**src/rtl/mips_cpu_regfile_alu_if.sv**
```systemverilog
// rtl/mips_cpu_regfile_alu_if.sv - register file and ALU signal bundle
// Purpose: groups the register-file read/write ports and ALU ports.
//   master: CPU side (drives indices, write-back, op/operands)
//   slave : datapath side (returns read data, register_v0, result, zero)
interface mips_cpu_regfile_alu_if;
    logic        write;
    logic [4:0]  wrAddr;
    logic [31:0] wrData;
    logic [4:0]  rdAddrA;
    logic [31:0] rdDataA;
    logic [4:0]  rdAddrB;
    logic [31:0] rdDataB;
    logic [31:0] register_v0;
    logic [4:0]  op;
    logic [31:0] a;
    logic [31:0] b;
    logic [4:0]  sa;
    logic [31:0] result;
    logic        zero;

    modport master (
        output write, wrAddr, wrData, rdAddrA, rdAddrB, op, a, b, sa,
        input  rdDataA, rdDataB, register_v0, result, zero
    );

    modport slave (
        input  write, wrAddr, wrData, rdAddrA, rdAddrB, op, a, b, sa,
        output rdDataA, rdDataB, register_v0, result, zero
    );
endinterface

```
**src/rtl/mips_cpu_regfile_alu.sv**
```systemverilog
// rtl/mips_cpu_regfile_alu.sv - MIPS32 register file plus combinational ALU
// Purpose: 32x32 register file (r0 hardwired to zero, two combinational
//   read ports, one write port) and a 32-bit integer ALU.
// Ports:
//   clk   - rising-edge clock for register writes
//   reset - asynchronous active-high, clears all registers
//   bus   - slave side of mips_cpu_regfile_alu_if (read/write ports,
//           register_v0, op/a/b/sa, result/zero)
module mips_cpu_regfile_alu (
    input logic                     clk,
    input logic                     reset,
    mips_cpu_regfile_alu_if.slave   bus
);
    localparam logic [4:0] OP_AND  = 5'd0;
    localparam logic [4:0] OP_OR   = 5'd1;
    localparam logic [4:0] OP_ADD  = 5'd2;
    localparam logic [4:0] OP_SUB  = 5'd3;
    localparam logic [4:0] OP_SLT  = 5'd4;
    localparam logic [4:0] OP_XOR  = 5'd5;
    localparam logic [4:0] OP_SLL  = 5'd6;
    localparam logic [4:0] OP_SRL  = 5'd7;
    localparam logic [4:0] OP_SRA  = 5'd8;
    localparam logic [4:0] OP_SLLV = 5'd9;
    localparam logic [4:0] OP_SRLV = 5'd10;
    localparam logic [4:0] OP_SRAV = 5'd11;

    logic [31:0] regs [32];

    // Register 0 is never written, so it only ever holds its reset value;
    // reads of index 0 are also forced to zero below for safety.
    always_ff @(posedge clk or posedge reset) begin
        if (reset) begin
            for (int i = 0; i < 32; i++) begin
                regs[i] <= '0;
            end
        end else if (bus.write && (bus.wrAddr != 5'd0)) begin
            regs[bus.wrAddr] <= bus.wrData;
        end
    end

    // No write bypass: a same-index read sees the old value until the edge.
    assign bus.rdDataA     = (bus.rdAddrA == 5'd0) ? 32'h0 : regs[bus.rdAddrA];
    assign bus.rdDataB     = (bus.rdAddrB == 5'd0) ? 32'h0 : regs[bus.rdAddrB];
    assign bus.register_v0 = regs[2];

    // Variable shifts take their amount from a[4:0]; immediate shifts from sa.
    logic [4:0]  shamt;
    logic        var_shift;
    logic [31:0] alu_res;

    assign var_shift = (bus.op == OP_SLLV) || (bus.op == OP_SRLV) || (bus.op == OP_SRAV);
    assign shamt     = var_shift ? bus.a[4:0] : bus.sa;

    always_comb begin
        alu_res = 32'h0;
        case (bus.op)
            OP_AND:           alu_res = bus.a & bus.b;
            OP_OR:            alu_res = bus.a | bus.b;
            OP_ADD:           alu_res = bus.a + bus.b;
            OP_SUB:           alu_res = bus.a - bus.b;
            OP_SLT:           alu_res = {31'h0, ($signed(bus.a) < $signed(bus.b))};
            OP_XOR:           alu_res = bus.a ^ bus.b;
            OP_SLL, OP_SLLV:  alu_res = bus.b << shamt;
            OP_SRL, OP_SRLV:  alu_res = bus.b >> shamt;
            OP_SRA, OP_SRAV:  alu_res = $unsigned($signed(bus.b) >>> shamt);
            default:          alu_res = 32'h0;
        endcase
    end

    assign bus.result = alu_res;
    assign bus.zero   = (alu_res == 32'h0);
endmodule

```
**src/flat_wrapper.sv**
```systemverilog
// flat-port wrapper written by rule: the top's interface ports become plain ports
module mips_cpu_regfile_alu_flat 
  (clk, reset, bus_write, bus_wrAddr, bus_wrData, bus_rdAddrA, bus_rdAddrB, bus_op, bus_a, bus_b, bus_sa, bus_rdDataA, bus_rdDataB, bus_register_v0, bus_result, bus_zero);
  mips_cpu_regfile_alu_if bus_i ();
  input logic clk;
  input logic reset;
  input wire logic [$bits(bus_i.write)-1:0] bus_write;
  input wire logic [$bits(bus_i.wrAddr)-1:0] bus_wrAddr;
  input wire logic [$bits(bus_i.wrData)-1:0] bus_wrData;
  input wire logic [$bits(bus_i.rdAddrA)-1:0] bus_rdAddrA;
  input wire logic [$bits(bus_i.rdAddrB)-1:0] bus_rdAddrB;
  input wire logic [$bits(bus_i.op)-1:0] bus_op;
  input wire logic [$bits(bus_i.a)-1:0] bus_a;
  input wire logic [$bits(bus_i.b)-1:0] bus_b;
  input wire logic [$bits(bus_i.sa)-1:0] bus_sa;
  output wire logic [$bits(bus_i.rdDataA)-1:0] bus_rdDataA;
  output wire logic [$bits(bus_i.rdDataB)-1:0] bus_rdDataB;
  output wire logic [$bits(bus_i.register_v0)-1:0] bus_register_v0;
  output wire logic [$bits(bus_i.result)-1:0] bus_result;
  output wire logic [$bits(bus_i.zero)-1:0] bus_zero;
  assign bus_i.write = bus_write;
  assign bus_i.wrAddr = bus_wrAddr;
  assign bus_i.wrData = bus_wrData;
  assign bus_i.rdAddrA = bus_rdAddrA;
  assign bus_i.rdAddrB = bus_rdAddrB;
  assign bus_i.op = bus_op;
  assign bus_i.a = bus_a;
  assign bus_i.b = bus_b;
  assign bus_i.sa = bus_sa;
  assign bus_rdDataA = bus_i.rdDataA;
  assign bus_rdDataB = bus_i.rdDataB;
  assign bus_register_v0 = bus_i.register_v0;
  assign bus_result = bus_i.result;
  assign bus_zero = bus_i.zero;
  mips_cpu_regfile_alu u_core (.clk(clk), .reset(reset), .bus(bus_i));
endmodule
```
**config.mk**
```make
export PLATFORM = sky130hd
export DESIGN_NAME = mips_cpu_regfile_alu_flat
export DESIGN_NICKNAME = d
export VERILOG_FILES = /design/src/rtl/mips_cpu_regfile_alu_if.sv /design/src/rtl/mips_cpu_regfile_alu.sv /design/src/flat_wrapper.sv
export SDC_FILE = /design/constraint.sdc
export NUM_CORES = 2
export LEC_CHECK = 0
export CAP_MARGIN = 20
export CORE_UTILIZATION = 45
export DETAILED_ROUTE_END_ITERATION = 16
export PLACE_DENSITY_LB_ADDON = 0.2
export SETUP_SLACK_MARGIN = 0.1
export SLEW_MARGIN = 25
export SYNTH_ARGS = -nofsm -noshare
export SYNTH_HDL_FRONTEND = slang
export SYNTH_SLANG_ARGS = --single-unit
```
**constraint.sdc**
```tcl
create_clock -name clk -period 52.1 [get_ports clk]
set_input_delay 10.42 -clock clk [delete_from_list [all_inputs] [get_ports clk]]
set_output_delay 10.42 -clock clk [all_outputs]
set_load 0.02 [all_outputs]
```
Word level (Yosys, flattened, before mapping) --
Index checks and enable logic that the tools add are counted.
Storage, ports and cells: bits in registers 1024, bits of input ports 124, output and inout bits 129, word-level logic and storage cells 84
Operators by class: $add $sub $neg 2, magnitude comparators 5, equal/unequal tests 11, shift operators 3, multiplexer cells 13, bitwise operators 6, reductions and logical operators 12
Operators by type and width (count):
- 1024-bit bitwise mux | 1
- 32-bit binary-select mux with 5-bit select | 2
- 32-bit one-hot mux with 9 select lines | 1
- 32-bit two-way mux | 7
- 32-bit demux with 5-bit select | 1
- 32-bit adder | 1
- 32-bit AND | 1
- 32-bit zero test | 1
- 32-bit < comparator | 1
- 32-bit bitwise OR | 1
- 32-bit by 5-bit left shift with 32-bit output | 1
- 32-bit by 5-bit >> shifter with 32-bit output | 1
- 32-bit by 5-bit >>> shifter with 32-bit output | 1
- 32-bit subtractor | 1
- 32-bit bitwise XOR | 1
- 5-bit by 3-bit == test with 1-bit output (second input constant) | 4
- 5-bit by 4-bit == test with 1-bit output (second input constant) | 4
- 6-bit greater-or-equal comparator (second input constant) | 3
- 5-bit inverter with 6-bit output | 3
- 5-bit zero test | 3
- 5-bit by 2-bit == test with 1-bit output (second input constant) | 2
- 6-bit by 1-bit < comparator with 1-bit output (second input constant) | 1
- 2-bit OR reduction | 3
- 5-bit by 1-bit == test with 1-bit output (second input constant) | 1
- other kinds (4) | 6

Longest topological paths before layout --
depth in word-level cells 7, gate-level depth with buffers 17

Least setup slack after synthesis --
Ideal clock, no wire load.
path type input to output, start point in bus_a[0], end point out bus_zero, arrival 13.920 ns, required time 41.680 ns, slack 27.760 ns, stages 16, path buffers 1, cell sequence clkbuf_1 -> inv_1 -> ha_1 -> fa_1 -> o21bai_1 -> o211ai_1 -> a31oi_1 -> a211oi_1 -> o41ai_1 -> a21boi_0 -> xnor2_1 -> o21ai_0 -> a211o_1 -> nand4b_1 -> nor4_1 -> and4bb_1
On the way: longest elaborated chain between the ends 4, elaborated cells on any way between the ends 12
RTL lines:
- from (decl) | line flat_wrapper.sv:13 | input wire logic [$bits(bus_i.a)-1:0] bus_a;
- parallel branches: the longest is 2 deep, another holds 32-bit subtractor
- 32-bit one-hot mux with 9 select lines * | line mips_cpu_regfile_alu.sv:56 | case (bus.op)
- net bus_result[28] | line flat_wrapper.sv:19 | output wire logic [$bits(bus_i.result)-1:0] bus_result;
- 32-bit zero test * | line mips_cpu_regfile_alu.sv:71 | assign bus.zero = (alu_res == 32'h0);
- to (decl) | line flat_wrapper.sv:20 | output wire logic [$bits(bus_i.zero)-1:0] bus_zero;
Mark *: on every way through the listed nets, which the timed path passes.

Worst setup path in the final report --
start point in bus_op[4], end point out bus_zero
On the way: longest elaborated chain between the ends 7, elaborated cells on any way between the ends 23
RTL lines:
- from (decl) | line flat_wrapper.sv:12 | input wire logic [$bits(bus_i.op)-1:0] bus_op;
- 5-bit by 4-bit == test with 1-bit output | line mips_cpu_regfile_alu.sv:51, mips_cpu_regfile_alu.sv:56
- 1-bit logical OR (2 in series) | line mips_cpu_regfile_alu.sv:51 | assign var_shift = (bus.op == OP_SLLV) || (bus.op == OP_SRLV) || (bus.op == OP_SRAV);
- 5-bit two-way mux | line mips_cpu_regfile_alu.sv:52 | assign shamt = var_shift ? bus.a[4:0] : bus.sa;
- 32-bit by 5-bit >>> shifter with 32-bit output (tied with other cells) | line mips_cpu_regfile_alu.sv:65 | OP_SRA, OP_SRAV: alu_res = $unsigned($signed(bus.b) >>> shamt);
- 32-bit one-hot mux with 9 select lines * | line mips_cpu_regfile_alu.sv:56
- 32-bit zero test * | line mips_cpu_regfile_alu.sv:71
Every way passes the cells marked *; elsewhere a longest branch is shown, timed or not.

==> results_tabular.tex <==
\begin{tabular}{lr}
\hline
Metric & Value \\
\hline
\multicolumn{2}{l}{\textbf{Critical path}} \\
Critical path startpoint category & input pin \\
Required time of the worst setup path & 41680 ps \\
Kind of cell with the highest combined delay on the critical path & simple AND/OR/NAND/NOR gates \\
Worst-path cell chain & clkdlybuf4s50\_1 > or3b\_1 > nor3\_2 > o211ai\_1 > buf\_2 > o211ai\_1 > o2111ai\_1 > nor4\_1 > o311ai\_0 > nor4\_1 > nand4b\_1 > nor4\_1 > and4bb\_1 > clkdlybuf4s50\_1 \\
Buffering stage count on the worst path with inverters included & 3 \\
Worst path slowest cell & sky130\_fd\_sc\_hd\_\_or3b\_1 \\
Class of the most critical setup path & input pin to output pin \\
Stage delay of the slowest cell on the critical path & 850 ps \\
Cell mode on critical path & sky130\_fd\_sc\_hd\_\_nor4\_1 \\
WP data arrival & 17110 ps \\
Launch point of the worst reg-to-reg path & u\_core.bus.register\_v0[20]\$\_DFFE\_PP0P\_ \\
Endpoint of the most critical register-to-register path & u\_core.bus.register\_v0[20]\$\_DFFE\_PP0P\_ \\
CP endpoint kind & output pin \\
R2r setup slk & 51180 ps \\
CP Max Fanout & 17 \\
Worst Reg2Reg Path Length in Cells & 1 \\
\multicolumn{2}{l}{\textbf{Detailed routing}} \\
Initial DRC count & 5138 \\
DRC violation count after routing & 0 \\
Via count & 45800 \\
Detailed-router iteration count before antenna repair & 10 \\
Remaining antenna violation count & 0 \\
Routed length per instance & 35.9 um \\
Vias per inst & 6.81 \\
WL final & 242000 um \\
\multicolumn{2}{l}{\textbf{Yosys}} \\
Cell type with the highest aggregate area in the netlist & sky130\_fd\_sc\_hd\_\_dfrtp\_1 \\
Fraction of registers with async set or reset after synthesis & 1.00 \\
Most used DFF post-synth & sky130\_fd\_sc\_hd\_\_dfrtp\_1 \\
Biggest area contributors in the synthesized netlist & sky130\_fd\_sc\_hd\_\_dfrtp\_1 (40\%), sky130\_fd\_sc\_hd\_\_mux4\_2 (23\%), sky130\_fd\_sc\_hd\_\_mux2\_2 (18\%) \\
Number of nets produced by synthesis & 5027 \\
Cell count after synthesis & 4801 \\
Post-synth EDFFs & 0 \\
Synthesized flop and latch total & 1024 \\
Sequential share of the synthesized area & 0.401 \\
Total number of yosys warnings & 0 \\
Syn\_area\_per\_cell & 13.3 sq um \\
Post-synthesis cell type count & 99 \\
Portion of synthesized cell area occupied by the leading cell type & 0.401 \\
Summed instance area of the synthesized netlist & 63900 sq um \\
\multicolumn{2}{l}{\textbf{Timing}} \\
Number of hold violations in the final report & 0 \\
Final count of negative-setup-slack endpoints & 0 \\
Relative slew slack & 0.269 \\
Final Slew Violations & 0 \\
Summed negative setup slack over all endpoints & 0 ps \\
Fin crit period & 27530 ps \\
Setup repair after global routing missed its margin & false \\
Maximum frequency from static timing analysis & 0.0363 GHz \\
Portion of the clock cycle consumed by the worst path in the final layout & 0.528 \\
Crit path setup slack, layout & 24570 ps \\
Worst Max-Slew Pin Slew & 1090 ps \\
Worst Skew & 0 ps \\
\multicolumn{2}{l}{\textbf{Finish}} \\
Proportion of layout cells with a drive suffix above 1 & 0.424 \\
Area growth from synthesis to final layout & 11.9\% \\
Most common cell after layout, fill and taps aside & sky130\_fd\_sc\_hd\_\_dfrtp\_1 \\
\# fillers & 12200 \\
Seq. cell area & 25600 sq um \\
Share of the core filled with cells in the final layout & 0.510 \\
Net count, final & 4975 \\
Leading cell types in the layout, fill and taps excluded & sky130\_fd\_sc\_hd\_\_dfrtp\_1 (1024), sky130\_fd\_sc\_hd\_\_mux2\_2 (994), sky130\_fd\_sc\_hd\_\_mux4\_2 (646) \\
Multi-input gate area in the final layout & 36000 sq um \\
Final design instance area without fill & 71500 sq um \\
\multicolumn{2}{l}{\textbf{Placement}} \\
Placer congestion estimate & 1.08 \\
Detailed placer's ending HPWL & 157000 um \\
I/O Buffers & 252 \\
Post-Place Worst Slack & 24980 ps \\
Post-Place Cell Area & 67800 sq um \\
\multicolumn{2}{l}{\textbf{Clocking}} \\
Clock Latency Late Sink & 720 ps \\
Number of clock sinks & 1024 \\
Clock root buffer & sky130\_fd\_sc\_hd\_\_clkbuf\_16 \\
Buffers inserted by post-CTS timing repair & 0 \\
Number of buffers added by the clock tree synthesis step & 108 \\
Number of buffers inserted for hold repair after clock tree synthesis & 0 \\
Total of cells resized after clock tree synthesis & 0 \\
TritonCTS clock tree & yes \\
Clock Tree Buf Depth & 3 \\
Post-CTS clock slew at the launch and capture registers of the worst setup and hold paths & 60 ps \\
\# H-tree levels & 3 \\
\multicolumn{2}{l}{\textbf{GRT}} \\
Number of antenna violations at the first check in global routing & 18 \\
All-layer global routing usage & 0.338 \\
First-pass GRT wire length & 345000 um \\
GRT Residual Overflow & 0 \\
Pin count of the biggest net entering global routing & 173 \\
Via count of the first global-routing pass & 45700 \\
\multicolumn{2}{l}{\textbf{Min path}} \\
Worst Min Path Start & u\_core.regs[1007]\$\_DFFE\_PP0P\_ \\
Endpoint of the worst hold-timing path & u\_core.regs[1007]\$\_DFFE\_PP0P\_ \\
Number of cells on the worst hold path & 0 \\
Path category of the worst min-delay check & flop to flop \\
\multicolumn{2}{l}{\textbf{Power and ir drop}} \\
Power density cells & 36.0 nW/um\^{}2 \\
Power after layout & 2.57 mW \\
Leak Pwr & 29.9 nW \\
Max IR drop VDD & 0.0000272 V \\
\multicolumn{2}{l}{\textbf{Floorplan}} \\
Number of top-level design ports & 253 \\
Floorplan Core Area & 140000 sq um \\
Die outline width & 379 um \\
Vert. Die Dim & 379 um \\
Initial core utilization & 0.456 \\
Die area & 144000 sq um \\
Cell row count & 137 \\
\multicolumn{2}{l}{\textbf{Run status}} \\
Result of the run & finished, final reports clean \\
\multicolumn{2}{l}{\textbf{Flow run}} \\
Max-Cap Viols & 0 \\
\hline
\end{tabular}
state kept, by name, indices dropped and copies added, names as in the netlist:
| signal | flops |
|---|---|
| u_core.regs | 992 |
| u_core.bus.register_v0 | 32 |
synthesized netlist by cell type, types with 11 or more instances:
| cell | number |
|---|---|
| sky130_fd_sc_hd__dfrtp_1 | 1024 |
| sky130_fd_sc_hd__mux2_2 | 994 |
| sky130_fd_sc_hd__mux4_2 | 646 |
| sky130_fd_sc_hd__clkbuf_1 | 353 |
| sky130_fd_sc_hd__nor2_1 | 204 |
| sky130_fd_sc_hd__nand2_1 | 143 |
| sky130_fd_sc_hd__a21oi_1 | 131 |
| sky130_fd_sc_hd__o21ai_0 | 113 |
| sky130_fd_sc_hd__inv_1 | 105 |
| sky130_fd_sc_hd__ha_1 | 100 |
| sky130_fd_sc_hd__buf_1 | 99 |
| sky130_fd_sc_hd__nand3_1 | 88 |
| sky130_fd_sc_hd__mux2i_1 | 74 |
| sky130_fd_sc_hd__nor3_1 | 65 |
| sky130_fd_sc_hd__o211ai_1 | 46 |
| sky130_fd_sc_hd__buf_4 | 42 |
| sky130_fd_sc_hd__a211oi_1 | 31 |
| sky130_fd_sc_hd__buf_2 | 29 |
| sky130_fd_sc_hd__a221oi_1 | 26 |
| sky130_fd_sc_hd__a31oi_1 | 26 |
| sky130_fd_sc_hd__o22ai_1 | 24 |
| sky130_fd_sc_hd__xnor2_1 | 24 |
| sky130_fd_sc_hd__o31ai_1 | 23 |
| sky130_fd_sc_hd__o32ai_1 | 22 |
| sky130_fd_sc_hd__a22oi_1 | 19 |
| sky130_fd_sc_hd__a21o_1 | 18 |
| sky130_fd_sc_hd__nor4_1 | 18 |
| sky130_fd_sc_hd__or3_1 | 18 |
| sky130_fd_sc_hd__nand4_1 | 17 |
| sky130_fd_sc_hd__o221ai_1 | 16 |
| sky130_fd_sc_hd__nand2b_1 | 15 |
| sky130_fd_sc_hd__o2111ai_1 | 12 |
| sky130_fd_sc_hd__o21a_1 | 12 |
| sky130_fd_sc_hd__a211o_1 | 11 |
| sky130_fd_sc_hd__and3_1 | 11 |
cell families (layout without fill, tap and decap cells):
family / count (synthesis) / in the layout / synth area share
other cells: 0 / 9 / 0
fa+ha+maj: 102 / 102 / 0.0202
buf+inv: 635 / 673 / 0.0410
compound gates: 648 / 648 / 0.0709
flops: 1024 / 1024 / 0.401
mux: 1714 / 1714 / 0.414
xor+xnor: 26 / 26 / 0.00356
simple gates: 652 / 652 / 0.0491
metrics by stage:
step,instances,hold slack [ps]
2_1_floorplan,4801,441
3_3_place_gp,6514,377
3_5_place_dp,6515,382
4_1_cts,6715,396
5_1_grt,6717,408
6_report,6724,396
layer usage:
metal / vias to the layer above / track usage / share of wire
met5: - / 0 / 0.00050
met4: 18 / 0.179 / 0.061
met3: 535 / 0.0594 / 0.076
met2: 2151 / 0.522 / 0.46
met1: 24600 / 0.455 / 0.40
li1: 18500 / - / -
power by group:
part	internal, mW	leakage (nW)	switching [mW]
Combinational	0.373	14.9	0.320
Sequential	0.947	13.1	0.106
Clock	0.490	1.89	0.337
Total	1.81	29.9	0.763
layout make-up:
type	count	share of cell area
multi-input cells	3142	0.503
inverters	106	0.00567
clock buffers	162	0.0454
flip-flops and latches	1024	0.358
diodes	9	0.000315
clock inverters	38	0.00798
well taps	1876	0.0328
repair buffers	367	0.0467
how the worst max path moves through the flow:
stage | from | to | slack (ps) | depth (start not counted)
2_1_floorplan | reset | u_core.bus.register_v0[0]$_DFFE_PP0P_ | 12860 | 1
3_3_place_gp | bus_op[0] | bus_zero | 24700 | 15
3_5_place_dp | bus_op[0] | bus_zero | 24980 | 16
4_1_cts | bus_op[0] | bus_zero | 24950 | 16
5_1_grt | bus_op[0] | bus_zero | 24540 | 16
6_report | bus_op[4] | bus_zero | 24570 | 14
Note: power is estimated with default switching activity, not from simulation.
